==> config.mk <==
export PLATFORM = sky130hd
export DESIGN_NAME = seven_segment_reader
export DESIGN_NICKNAME = d
export VERILOG_FILES = /design/src/rtl/seven_segment_pkg.sv /design/src/rtl/seven_segment_sync.sv /design/src/rtl/seven_segment_reader.sv
export SDC_FILE = /design/constraint.sdc
export NUM_CORES = 1
export LEC_CHECK = 0
export ABC_AREA = 1
export BUFFER_PORTS_ARGS = -buffer_cell sky130_fd_sc_hd__buf_2
export CORE_ASPECT_RATIO = 2
export CORE_UTILIZATION = 45
export CTS_CLUSTER_SIZE = 28
export DETAILED_ROUTE_END_ITERATION = 8
export GPL_TIMING_DRIVEN = 0
export PLACE_DENSITY = 0.6
export SLEW_MARGIN = 30
export SYNTH_ARGS = -nofsm -noshare
export SYNTH_HDL_FRONTEND = slang
export SYNTH_SLANG_ARGS = --single-unit
export TNS_END_PERCENT = 5
==> constraint.sdc <==
create_clock -name clk -period 1.9 [get_ports clk]
set_input_delay 0.19 -clock clk [delete_from_list [all_inputs] [get_ports clk]]
set_output_delay 0.19 -clock clk [all_outputs]
set_load 0.05 [all_outputs]
==> src/rtl/seven_segment_pkg.sv <==
// Shared seven-segment constants (active-low, bit0=a .. bit6=g), reader FSM states
// and the pattern decode function used by the reader.
package seven_segment_pkg;

  localparam logic [6:0] SEG_DIGIT_0 = 7'b1000000;
  localparam logic [6:0] SEG_DIGIT_1 = 7'b1111001;
  localparam logic [6:0] SEG_DIGIT_2 = 7'b0100100;
  localparam logic [6:0] SEG_DIGIT_3 = 7'b0110000;
  localparam logic [6:0] SEG_DIGIT_4 = 7'b0011001;
  localparam logic [6:0] SEG_DIGIT_5 = 7'b0010010;
  localparam logic [6:0] SEG_DIGIT_6 = 7'b0000010;
  localparam logic [6:0] SEG_BLANK   = 7'b1111111;

  typedef enum logic [1:0] {IDLE, SETTLE, LOCKED} state_e;

  typedef enum logic [1:0] {PAT_DIGIT, PAT_BLANK, PAT_INVALID} pat_kind_e;

  typedef struct packed {
    pat_kind_e  kind;
    logic [2:0] number;
  } decode_t;

  function automatic decode_t seg_decode(input logic [6:0] seg);
    decode_t r;
    r.kind   = PAT_DIGIT;
    r.number = 3'd0;
    case (seg)
      SEG_DIGIT_0: r.number = 3'd0;
      SEG_DIGIT_1: r.number = 3'd1;
      SEG_DIGIT_2: r.number = 3'd2;
      SEG_DIGIT_3: r.number = 3'd3;
      SEG_DIGIT_4: r.number = 3'd4;
      SEG_DIGIT_5: r.number = 3'd5;
      SEG_DIGIT_6: r.number = 3'd6;
      SEG_BLANK:   r.kind   = PAT_BLANK;
      default:     r.kind   = PAT_INVALID;
    endcase
    return r;
  endfunction

endpackage

==> src/rtl/seven_segment_sync.sv <==
// Multi-bit flop-chain synchroniser; resets to all-ones so an idle active-low
// segment bus reads as blank.
module seven_segment_sync #(
  parameter int DATA_W = 7,
  parameter int STAGES = 2
) (
  input  logic              clk,
  input  logic              rst,
  input  logic [DATA_W-1:0] din,
  output logic [DATA_W-1:0] dout
);

  logic [DATA_W-1:0] sync_q [STAGES];
  logic [DATA_W-1:0] sync_d [STAGES];

  always_comb begin
    sync_d[0] = din;
    for (int i = 1; i < STAGES; i++) begin
      sync_d[i] = sync_q[i-1];
    end
  end

  always_ff @(posedge clk or posedge rst) begin
    if (rst) begin
      for (int i = 0; i < STAGES; i++) begin
        sync_q[i] <= '1;
      end
    end else begin
      sync_q <= sync_d;
    end
  end

  assign dout = sync_q[STAGES-1];

endmodule

==> src/rtl/seven_segment_reader.sv <==
// Reads back an active-low 7-segment bus: synchronise, stability-filter, decode.
// Define SEVEN_SEGMENT_READER_ERRCNT_EN to add the err_count/err_clear invalid-pattern counter.
module seven_segment_reader
  import seven_segment_pkg::*;
#(
  parameter int SYNC_STAGES   = 2,
  parameter int STABLE_CYCLES = 4
) (
  input  logic       clk,
  input  logic       rst,
  input  logic [6:0] hex_in,
  output logic [2:0] number_out,
  output logic       valid,
  output logic       blank,
  output logic       invalid,
  output logic       changed
`ifdef SEVEN_SEGMENT_READER_ERRCNT_EN
  ,
  input  logic       err_clear,
  output logic [7:0] err_count
`endif
);

  localparam logic [7:0] STABLE_N = 8'(STABLE_CYCLES);

  logic [6:0] s;
  logic [6:0] cand_q, cand_d, prev_q, prev_d;
  logic [7:0] cnt_q, cnt_d;
  logic [2:0] number_q, number_d;
  logic       valid_q, valid_d, blank_q, blank_d, invalid_q, invalid_d;
  logic       changed_q, changed_d;
  logic       s_diff, accept;
  state_e     state_q, state_d;
  decode_t    dec;

  seven_segment_sync #(.DATA_W(7), .STAGES(SYNC_STAGES)) u_sync (
    .clk  (clk),
    .rst  (rst),
    .din  (hex_in),
    .dout (s)
  );

  always_comb begin
    dec    = seg_decode(s);
    s_diff = (s != cand_q);
    cand_d = s;
    if (s_diff)                cnt_d = 8'd1;
    else if (cnt_q < STABLE_N) cnt_d = 8'(cnt_q + 8'd1);
    else                       cnt_d = cnt_q;
    // Accept only on the cycle the count first reaches the target; IDLE ignores a steady blank.
    accept = (cnt_d == STABLE_N) && (s_diff || (cnt_q != STABLE_N))
             && ((state_q != IDLE) || s_diff);

    state_d   = state_q;
    number_d  = number_q;
    valid_d   = valid_q;
    blank_d   = blank_q;
    invalid_d = invalid_q;
    prev_d    = prev_q;
    changed_d = 1'b0;

    case (state_q)
      IDLE:    if (s_diff) state_d = SETTLE;
      SETTLE:  state_d = SETTLE;
      LOCKED:  if (s_diff) state_d = SETTLE;
      default: state_d = IDLE;
    endcase

    if (accept) begin
      state_d   = LOCKED;
      valid_d   = (dec.kind == PAT_DIGIT);
      blank_d   = (dec.kind == PAT_BLANK);
      invalid_d = (dec.kind == PAT_INVALID);
      if (dec.kind == PAT_DIGIT) number_d = dec.number;
      changed_d = (s != prev_q);
      prev_d    = s;
    end
  end

  always_ff @(posedge clk or posedge rst) begin
    if (rst) begin
      state_q   <= IDLE;
      cand_q    <= SEG_BLANK;
      cnt_q     <= 8'd0;
      prev_q    <= SEG_BLANK;
      number_q  <= 3'd0;
      valid_q   <= 1'b0;
      blank_q   <= 1'b1;
      invalid_q <= 1'b0;
      changed_q <= 1'b0;
    end else begin
      state_q   <= state_d;
      cand_q    <= cand_d;
      cnt_q     <= cnt_d;
      prev_q    <= prev_d;
      number_q  <= number_d;
      valid_q   <= valid_d;
      blank_q   <= blank_d;
      invalid_q <= invalid_d;
      changed_q <= changed_d;
    end
  end

  assign number_out = number_q;
  assign valid      = valid_q;
  assign blank      = blank_q;
  assign invalid    = invalid_q;
  assign changed    = changed_q;

`ifdef SEVEN_SEGMENT_READER_ERRCNT_EN
  logic [7:0] err_q, err_d;

  always_comb begin
    err_d = err_q;
    if (err_clear)                                         err_d = 8'd0;
    else if (accept && (dec.kind == PAT_INVALID) && (err_q != 8'hFF)) err_d = 8'(err_q + 8'd1);
  end

  always_ff @(posedge clk or posedge rst) begin
    if (rst) err_q <= 8'd0;
    else     err_q <= err_d;
  end

  assign err_count = err_q;
`endif

endmodule

==> summary.md <==
| Metric | Value |
|---|---|
| Hold Path Origin | `u_sync.sync_d[1]` |
| Vias in the first global route | `1463` |
| Maximum VDD drop | `0.608 mV` |
| Setup crit start kind | `register` |
| Antenna viol nets, final | `0` |
| Initial core utilization | `0.468` |
| Max Transition Viols Final | `0` |
| Yosys cell types | `31` |
| Slew headroom | `0.615` |
| CP top delay family | `simple AND/OR/NAND/NOR gates` |
| CTS Sinks | `45` |
| Int Pwr | `1.44 mW` |
| Crit path top cell by count | `nand2_1` |
| Mapped Cells | `202` |
| Worst-case reg-to-reg path depth | `10` |
| Seq pwr share | `0.555` |
| Die width | `49.5 microns` |
| Final total power | `1.83 mW` |
| Reg2Reg Setup Slack | `70 ps` |
| DIE AREA | `4800 sq um` |
| Final count of negative-setup-slack endpoints | `0` |
| Dpl hpwl | `2.58 mm` |
| Ant. Diodes | `0` |
| DR iter-0 viols | `15` |
| Async set or reset register ratio after synthesis | `1.00` |
| Switching Fraction | `0.218` |
| Gr ovfl total | `0` |
| Fin nets | `252` |
| Most common cell in the synthesized netlist | `nand2_1` |
| Hold WC Path Type | `register to register` |
| CTS tree | `done` |
| CP Class | `register to register` |
| Sw power | `0.399 mW` |
| Sequential cell area fraction in the yosys report | `0.572` |
| Post-Route WL | `3.53 mm` |
| Residual DRC | `0` |
| Top cells by area, synth | `dfstp_2 (38%), dfrtp_1 (20%), nand2_1 (7.9%)` |
| Crit path cell chain | `buf_6 -> xnor2_2 -> nand2_2 -> nor2_4 -> nand3_4 -> nor2_8 -> nand2_4 -> buf_8 -> nand2_1 -> nand2_1` |
| Clock slew at reported path FFs | `80 ps` |
| Final hold violations | `0` |
| RSZ-0062 raised after global routing | `true` |
| Post-synthesis register bit count | `45` |
| Net Count, Synth | `213` |
| Arrival time worst endpoint | `2020 ps` |
| Largest net degree at the start of global routing | `27` |
| CP endpoint kind | `register` |
| Placement-stage worst setup slack | `-55.8 ps` |
| Most common library cells after synthesis | `nand2_1 (43), dfstp_2 (29), inv_1 (29)` |
| Via density | `4.72` |
| CTS root buf | `clkbuf_8` |
| Top cell type's share of synthesized area | `0.375` |
| Antenna violations before repair | `0` |
| Critical path's largest stage delay | `550 ps` |
| Pre-antenna DRT Iters | `4` |
| Power Dens Cells | `730 nW/um^2` |
| TritonCTS Buffers | `5` |
| Global-route wire length before repair | `6.15 mm` |
| Final worst-path cycle share | `0.965` |
| Minimum clock period | `1830 ps` |
| Hold Path Depth | `0` |
| Via count | `1396` |
| Final core occ | `0.579` |
| Row Count | `34` |
| Avg Inst Size Synth | `10.1 sq um` |
| Mean routed wirelength per cell | `11.9 microns` |
| Cell Area, Synth | `2030 sq um` |
| H-tree depth | `2` |
| Leakage | `1.20 nW` |
| Worst flop-to-flop path startpoint | `u_sync.dout[6]` |
| Status | `finished clean` |
| Number of port buffers | `15` |
| Core Area | `4340 sq um` |
| Max frequency | `545 MHz` |
| Hold Path Sink | `u_sync.dout[1]` |
| Worst skew pair latency | `290 ps` |
| Gpl congestion | `0.793` |
| Number of flops mapped to enable cells by yosys | `0` |
| CP Max Fanout | `10` |
| Syn. warnings | `0` |
| Layout cell share with drive strength beyond 1 | `0.372` |
| Buf+Inv Stages, Crit Path | `2` |
| Max-cap violations | `0` |
| Req. time, crit path | `2090 ps` |
| Gr usage total | `0.171` |
| CTS max path bufs | `2` |
| Crit path max-delay cell type | `dfstp_2` |
| Top Ports | `16` |
| Logic gate share of total power | `0.071` |
| Area leader, netlist | `dfstp_2` |
| Setup WS post-layout | `66.8 ps` |
| R2R Path End | `valid` |
| Die height | `97.0 microns` |
| Clock share of power | `0.374` |
| Area growth syn-to-layout | `23.6%` |
| Setup Skew | `6.12 ps` |
| Ys flop type | `dfstp_2` |
| Worst slew pin tran | `576 ps` |
| Finished Layout Cells | `296` |
| Placed cells | `272` |
-- worst max path at each step --
stage	cells past startpoint	end	slack, ps	startpoint
finish	10	valid	70	u_sync.dout[6]
global route	10	valid	-50	u_sync.dout[6]
CTS	10	state_q[1]	20	u_sync.dout[6]
detailed placement	8	state_q[1]	-60	u_sync.dout[6]
global placement	8	state_q[1]	-30	u_sync.dout[6]
floorplan	10	invalid	190	u_sync.dout[6]
-- sequential cells by signal, summed over array words and instances (netlist names) --
name and count:
u_sync.sync_d 7, state_q 2, cand_q 7, invalid 1, prev_q 7, valid 1, number_out 3, cnt_q 8
u_sync.dout 7, blank 1, changed 1
-- placed cells by master, fill, tap and decap left out, types with 2 or more instances in the layout --
cell and instances:
a21oi_1 2, and2_1 2, buf_12 2, buf_2 15
buf_4 6, buf_6 2, clkbuf_8 6, dfrtp_1 16
dfstp_2 29, dlygate4sd3_1 8, ha_1 2, inv_1 28
inv_2 3, nand2_1 42, nand2_2 3, nand3_1 9
nand3b_1 2, nand4_1 5, nor2_1 15, nor2_2 3
nor2_4 2, nor3_1 6, o21ai_1 3, o21ai_2 6
xnor2_1 5, xnor2_2 2, xor2_1 4
-- worst reg2reg max path: cells and delay by family, from the launching register on --
kind / cells / cell delay [ps]
flops: 1 / 550
buf+inv: 2 / 260
xor+xnor: 1 / 110
simple gates: 7 / 820
-- kinds of logic (layout without fill, tap and decap cells) --
group | after synthesis | count (layout) | synth area share
compound gates | 13 | 13 | 0.0443
fa+ha+maj | 2 | 2 | 0.0123
buf+inv | 34 | 74 | 0.0757
simple gates | 96 | 96 | 0.240
flops | 45 | 45 | 0.572
xor+xnor | 12 | 12 | 0.0554
-- repair_timing --
item | 4_1_cts | 5_1_grt
gates resized for setup | 2 | 4
hold buffers | 8 | 0
endpoints found under the hold margin | 23 | 0
pin swaps | 3 | 6
setup endpoints to repair | 10 | 14
setup buffers | 3 | 5
-- cell type report --
| cell class | count | area, sq um |
|---|---|---|
| multi-input cells | 123 | 747 |
| well taps | 54 | 67.6 |
| repair buffers | 32 | 268 |
| clock buffers | 7 | 108 |
| fillers | 420 | 1830 |
| flip-flops and latches | 45 | 1160 |
| plain buffers | 3 | 37.5 |
| clock inverters | 1 | 6.26 |
| inverters | 31 | 116 |
-- per-layer routing --
metal	share of wire	track usage
met5	0	0
met4	0.042	0.110
met3	0.018	0.0330
met2	0.58	0.316
met1	0.36	0.162
-- power groups by stage --
| stage | sequential [mW] | clock [mW] | combinational [mW] |
|---|---|---|---|
| 6_report | 1.02 | 0.685 | 0.131 |
| 5_1_grt | 1.02 | 0.751 | 0.147 |
| 4_1_cts | 1.02 | 0.713 | 0.120 |
| 3_5_place_dp | 1.04 | 0 | 0.105 |
| 3_3_place_gp | 1.03 | 0 | 0.0967 |
| 2_1_floorplan | 1.03 | 0 | 0.0721 |
-- metrics by stage --
stage | hold WS, ps | instance area [sq um] | TNS, ps
floorplan | 194 | 2030 | 0
global placement | 295 | 2170 | -61.2
detailed placement | 289 | 2200 | -179
CTS | 360 | 2440 | 0
global route | 361 | 2510 | -106
finish | 358 | 2510 | 0
No activity file was read; power rests on OpenSTA's default activity.
